### src/rtl/fpu_pkg.sv
// Shared constants and the result-entry type for the fsqrt result buffer.
package fpu_pkg;

    localparam int FPU_RB_DEPTH     = 4;
    localparam int FPU_RB_TAG_W     = 5;
    localparam int FPU_RB_LATENCY   = 3;
    // Entry tags are stored at this width; narrower TAG_W values are zero-extended.
    localparam int FPU_RB_TAG_MAX_W = 16;

    typedef struct packed {
        logic [31:0]                 data;
        logic [FPU_RB_TAG_MAX_W-1:0] tag;
    } fpu_rb_entry_t;

endpackage

### src/rtl/fpu_rb_fifo.sv
// Synchronous result FIFO with a registered head entry and an occupancy count.
module fpu_rb_fifo
    import fpu_pkg::*;
#(
    parameter int DEPTH = FPU_RB_DEPTH
) (
    input  logic                   clk,
    input  logic                   rst,
    input  logic                   push,
    input  fpu_rb_entry_t          push_entry,
    input  logic                   pop,
    output fpu_rb_entry_t          head,
    output logic [$clog2(DEPTH):0] count
);

    localparam int AW = $clog2(DEPTH);
    localparam int CW = AW + 1;

    fpu_rb_entry_t mem_q [DEPTH];
    fpu_rb_entry_t head_q, head_d;
    logic [AW-1:0] wr_ptr_q, wr_ptr_d;
    logic [AW-1:0] rd_ptr_q, rd_ptr_d;
    logic [AW-1:0] rd_next;
    logic [CW-1:0] count_q, count_d;
    logic          full;
    logic          do_push;
    logic          do_pop;

    always_comb begin
        full     = (count_q == CW'(DEPTH));
        do_pop   = pop && (count_q != '0);
        do_push  = push && (!full || do_pop);
        rd_next  = rd_ptr_q + AW'(1);
        wr_ptr_d = do_push ? (wr_ptr_q + AW'(1)) : wr_ptr_q;
        rd_ptr_d = do_pop ? rd_next : rd_ptr_q;
        count_d  = count_q + CW'(do_push) - CW'(do_pop);
        // Head register tracks mem[rd_ptr]; bypass the push when it becomes the head.
        head_d   = head_q;
        if (do_pop && (count_q > CW'(1))) begin
            head_d = mem_q[rd_next];
        end else if (do_push && ((count_q == '0) || do_pop)) begin
            head_d = push_entry;
        end
    end

    always_ff @(posedge clk) begin
        if (do_push) begin
            mem_q[wr_ptr_q] <= push_entry;
        end
    end

    always_ff @(posedge clk or posedge rst) begin
        if (rst) begin
            wr_ptr_q <= '0;
            rd_ptr_q <= '0;
            count_q  <= '0;
            head_q   <= '0;
        end else begin
            wr_ptr_q <= wr_ptr_d;
            rd_ptr_q <= rd_ptr_d;
            count_q  <= count_d;
            head_q   <= head_d;
        end
    end

    assign head  = head_q;
    assign count = count_q;

endmodule

### src/rtl/fpu_result_buffer.sv
// Credit-based result buffer behind a fixed-latency fsqrt pipeline.
// Optional protocol checking is enabled with FPU_RESULT_BUFFER_ERRCHK_EN.
module fpu_result_buffer
    import fpu_pkg::*;
#(
    parameter int DEPTH   = FPU_RB_DEPTH,
    parameter int TAG_W   = FPU_RB_TAG_W,
    parameter int LATENCY = FPU_RB_LATENCY
) (
    input  logic                   sys_clk,
    input  logic                   rst,
    input  logic                   issue_valid,
    input  logic [TAG_W-1:0]       issue_tag,
    output logic                   issue_ready,
    input  logic                   fsqrt_valid,
    input  logic [31:0]            fsqrt_y,
    output logic                   wb_valid,
    output logic [31:0]            wb_data,
    output logic [TAG_W-1:0]       wb_tag,
    input  logic                   wb_ready,
    output logic [$clog2(DEPTH):0] credits_used,
    output logic                   err
);

    localparam int CW = $clog2(DEPTH) + 1;

    logic [LATENCY-1:0] pipe_vld_q, pipe_vld_d;
    logic [TAG_W-1:0]   pipe_tag_q [LATENCY];
    logic [TAG_W-1:0]   pipe_tag_d [LATENCY];
    logic [CW-1:0]      credits_q, credits_d;
    logic               accept;
    logic               pop;
    logic               exit_vld;
    logic [TAG_W-1:0]   exit_tag;
    logic               fifo_push;
    fpu_rb_entry_t      fifo_entry;
    fpu_rb_entry_t      fifo_head;
    logic [CW-1:0]      fifo_count;

    // Derived from the credit register alone so issue_ready has no input path.
    assign issue_ready = (credits_q < CW'(DEPTH));
    assign accept      = issue_valid && issue_ready;
    assign exit_vld    = pipe_vld_q[LATENCY-1];
    assign exit_tag    = pipe_tag_q[LATENCY-1];

    always_comb begin
        pipe_vld_d[0] = accept;
        pipe_tag_d[0] = accept ? issue_tag : pipe_tag_q[0];
        for (int i = 1; i < LATENCY; i++) begin
            pipe_vld_d[i] = pipe_vld_q[i-1];
            pipe_tag_d[i] = pipe_tag_q[i-1];
        end
    end

    always_ff @(posedge sys_clk) begin
        pipe_tag_q <= pipe_tag_d;
    end

    always_ff @(posedge sys_clk or posedge rst) begin
        if (rst) begin
            pipe_vld_q <= '0;
            credits_q  <= '0;
        end else begin
            pipe_vld_q <= pipe_vld_d;
            credits_q  <= credits_d;
        end
    end

    // A result without a matching tag has no credit behind it, so it is dropped.
    always_comb begin
        fifo_push       = fsqrt_valid && exit_vld;
        fifo_entry      = '0;
        fifo_entry.data = fsqrt_y;
        fifo_entry.tag  = FPU_RB_TAG_MAX_W'(exit_tag);
    end

    fpu_rb_fifo #(
        .DEPTH (DEPTH)
    ) u_fifo (
        .clk        (sys_clk),
        .rst        (rst),
        .push       (fifo_push),
        .push_entry (fifo_entry),
        .pop        (pop),
        .head       (fifo_head),
        .count      (fifo_count)
    );

    assign wb_valid = (fifo_count != '0);
    assign wb_data  = fifo_head.data;
    assign wb_tag   = TAG_W'(fifo_head.tag);
    assign pop      = wb_valid && wb_ready;

    always_comb begin
        credits_d = credits_q + CW'(accept) - CW'(pop);
    end

    assign credits_used = credits_q;

`ifdef FPU_RESULT_BUFFER_ERRCHK_EN
    logic err_q, err_d;

    always_comb begin
        err_d = err_q || (fsqrt_valid != exit_vld) || (issue_valid && !issue_ready);
    end

    always_ff @(posedge sys_clk or posedge rst) begin
        if (rst) begin
            err_q <= 1'b0;
        end else begin
            err_q <= err_d;
        end
    end

    assign err = err_q;
`else
    assign err = 1'b0;
`endif

endmodule

### config.mk
export PLATFORM = sky130hd
export DESIGN_NAME = fpu_result_buffer
export DESIGN_NICKNAME = d
export VERILOG_FILES = /design/src/rtl/fpu_pkg.sv /design/src/rtl/fpu_rb_fifo.sv /design/src/rtl/fpu_result_buffer.sv
export SDC_FILE = /design/constraint.sdc
export NUM_CORES = 1
export LEC_CHECK = 0
export ABC_AREA = 1
export CAP_MARGIN = 20
export CORE_AREA = 2 2 131 133
export CTS_CLUSTER_DIAMETER = 40
export DETAILED_ROUTE_END_ITERATION = 12
export DIE_AREA = 0 0 133 135
export PLACE_DENSITY = 0.87
export SKIP_LAST_GASP = 1
export SLEW_MARGIN = 30
export SYNTH_ARGS = -nofsm -noshare
export SYNTH_HDL_FRONTEND = slang
export SYNTH_SLANG_ARGS = --single-unit
### constraint.sdc
create_clock -name sys_clk -period 8.5 [get_ports sys_clk]
set_input_delay 1.275 -clock sys_clk [delete_from_list [all_inputs] [get_ports sys_clk]]
set_output_delay 1.275 -clock sys_clk [all_outputs]
set_load 0.05 [all_outputs]
==> metrics <==
later-pin clock latency in the skew report 0.53 ns; clk_skew 0.0164 ns; Synth Area per Inst 11.3 um2; share of cells above drive strength 1 8.83%; Tightest Hold Check Type flop to flop; IO Pins 85; Total GRT Usage 23.3%; TritonRoute pass-1 iters 5; sequential share of the synthesized area 69.2%; endpoint type of the worst setup path flop; Root Buffer clkbuf_16; main flop type after synthesis edfxtp_1; clock-pin slew on the worst setup and hold paths 0.07 ns; Post-synth top cells nand2_1, edfxtp_1, nand3_1, dfrtp_1, buf_2; status complete, no violations; crit path launch type input port; critical path's largest stage delay 0.64 ns; cell row count 47; Final nets 905; Post-Syn Area 0.00874 mm2; CTS Buf Count 26; crit path kind input port to flop; fin worst setup slack 5.25 ns; maxcap violations 0; Synth async-reset ratio 23.5%; Final Core Density 65.4%; Slew @ Worst Pin 0.874 ns; Placed Cells 1,044; Die X 133 um; largest net degree at the start of global routing 51; Mapped Nets 825; DRC 0; antenna viol nets, final 0; cell count along the critical path 9; Place WS 4.83 ns; routability cong. 0.709; Fill cells 1,105; share of the synthesized area in the top cell type 52.6%; TritonCTS clock tree yes; reg2reg start u_fifo.count[1]; Chip Height 135 um; clk sink count 213; Antenna diodes 0; Post-CTS Setup Inserts 0; Tcrit/Tclk final 38.3%; worst relative slew slack 41.7%; Arr. time, crit path 3.72 ns; Via density 5.61; clock tree buffer depth 3; worst r2r path cells 10; Hold Path Origin pipe_tag_d[2]; first-pass GRT wire length 32,600 um; PwrDens 212 mW/mm2; Post-synth EDFFs 153; Tot Pwr 2.27 mW; FF+latch count, synth 213; Reg-to-Reg End u_fifo.head[40]; core area 0.0164 mm2; CP max stage cell inv_2; leakage power 4.27 nW; vias 6,129; die area 0.0180 mm2; f_max 0.308 GHz; Post-CTS Resized 0; R2R setup slack 5.89 ns; Yosys Warn Count 0; Yosys top cell by area edfxtp_1; CP max FO 38; most common cell in the netlist nand2_1; Syn-to-layout area delta 22.8%; input/output buffers 83; Endpoint, Worst Hold exit_tag[2]; WL/cell 18.9 um; minimum clock period 3.25 ns; non-filler instance count after layout 1,092; crit path cell chain clkdlybuf4s50_1 > inv_1 > nor2_2 > buf_4 > nand2_1 > buf_4 > inv_2 > nand2_1 > nand3_1; initial DRC count 623; dominant cells by area after synthesis edfxtp_1, dfrtp_1, nand2_1; setup TNS 0 ns; WP buf/inv 5; cts hold-fix bufs 0; Hold Vio Cnt, Final 0; RSZ-0062 raised after global routing false; global route total overflow 0; Post-Synthesis Cells 772; Yosys cell types 26; CP top delay family buffers and inverters; final setup fails 0; vias in the first global route 6,350; CP Data Required Time 8.97 ns; starting density of the core 53.3%; hold depth 0; final WL 20,600 um; Peak VDD IR 140 uV; H-tree Lvls 1; Detailed Place HPWL 11,700 um; initial antenna violation count 0; fin. max-slew vios 0
-- power by group --
group	total, mW	internal (mW)	switching [mW]
Sequential	1.11	1.11	0
Clock	1.12	0.666	0.455
Combinational	0.0410	0.0205	0.0205
-- cell usage in the layout, fill, tap and decap left out, types with 6 or more instances in the layout --
master             n
a21boi_0          30
a21boi_1           7
buf_4              6
clkbuf_16         26
clkdlybuf4s50_1   83
dfrtp_1           50
dfxtp_1           10
edfxtp_1         153
ha_1               9
inv_1             18
inv_2              7
nand2_1          267
nand3_1          149
-- routing by layer --
layer / up-vias / GRT usage [%] / share of wire [%]
met5: - / 0 / 0
met4: 0 / 8.78 / 2.8
met3: 48 / 3.87 / 8.4
met2: 368 / 42.4 / 51
met1: 2923 / 28.1 / 37
li1: 2790 / - / -
-- state kept, by name, indices dropped and copies added (netlist names) --
signal / count
u_fifo.count: 3
u_fifo.rd_ptr_q: 2
credits_used: 3
pipe_vld_q: 3
u_fifo.wr_ptr_q: 2
pipe_tag_d: 10
u_fifo.mem_q: 148
exit_tag: 5
u_fifo.head: 37
-- cells by family (layout without fill, tap and decap cells) --
| family | Yosys count | after routing | synth area share, % |
|---|---|---|---|
| flip-flops | 213 | 213 | 69.2 |
| XOR/XNOR | 6 | 6 | 0.601 |
| other | 1 | 1 | 0.0429 |
| buffers and inverters | 70 | 170 | 3.99 |
| AND/OR/NAND/NOR | 432 | 432 | 21.2 |
| AO/OA/AOI/OAI | 39 | 39 | 3.29 |
| adder cells (fa/ha/maj) | 11 | 11 | 1.75 |
-- through the flow --
step	instance area, um2	hold WS (ns)
after floorplan	8740	0.310
after global placement	9680	0.313
after detailed placement	9850	0.314
final	10700	0.315
after CTS	10700	0.317
after global routing	10700	0.336
-- worst max path at each step --
stage                     from                  to  slack (ns)
2_1_floorplan      fsqrt_valid  u_fifo.mem_q[0][0]        4.96
5_1_grt               wb_ready     u_fifo.head[40]        5.10
4_1_cts        u_fifo.count[1]            wb_valid        5.28
6_report              wb_ready     u_fifo.head[40]        5.25
3_5_place_dp          wb_ready     u_fifo.head[42]        4.83
3_3_place_gp          wb_ready     u_fifo.head[23]        4.94
-- worst register-to-register path, stage by stage, from the launching register on --
cell and delay (ns):
dfrtp_1 0.44, inv_1 0.10, ha_1 0.14, nand2_1 0.05
nand2_1 0.06, buf_4 0.37, nand2_1 0.10, buf_4 0.30
inv_2 0.64, nand2_1 0.22, nand3_1 0.13
-- cell type report --
| cell class | count | area [um2] | area share (%) |
|---|---|---|---|
| clock buffer | 28 | 658 | 6.13 |
| tap | 220 | 275 | 2.56 |
| inverter | 25 | 93.8 | 0.874 |
| timing repair buffer | 97 | 1050 | 9.75 |
| clock inverter | 20 | 229 | 2.13 |
| multi-input combinational | 489 | 2380 | 22.2 |
| sequential | 213 | 6050 | 56.3 |
Note: power is estimated with default switching activity, not from simulation.
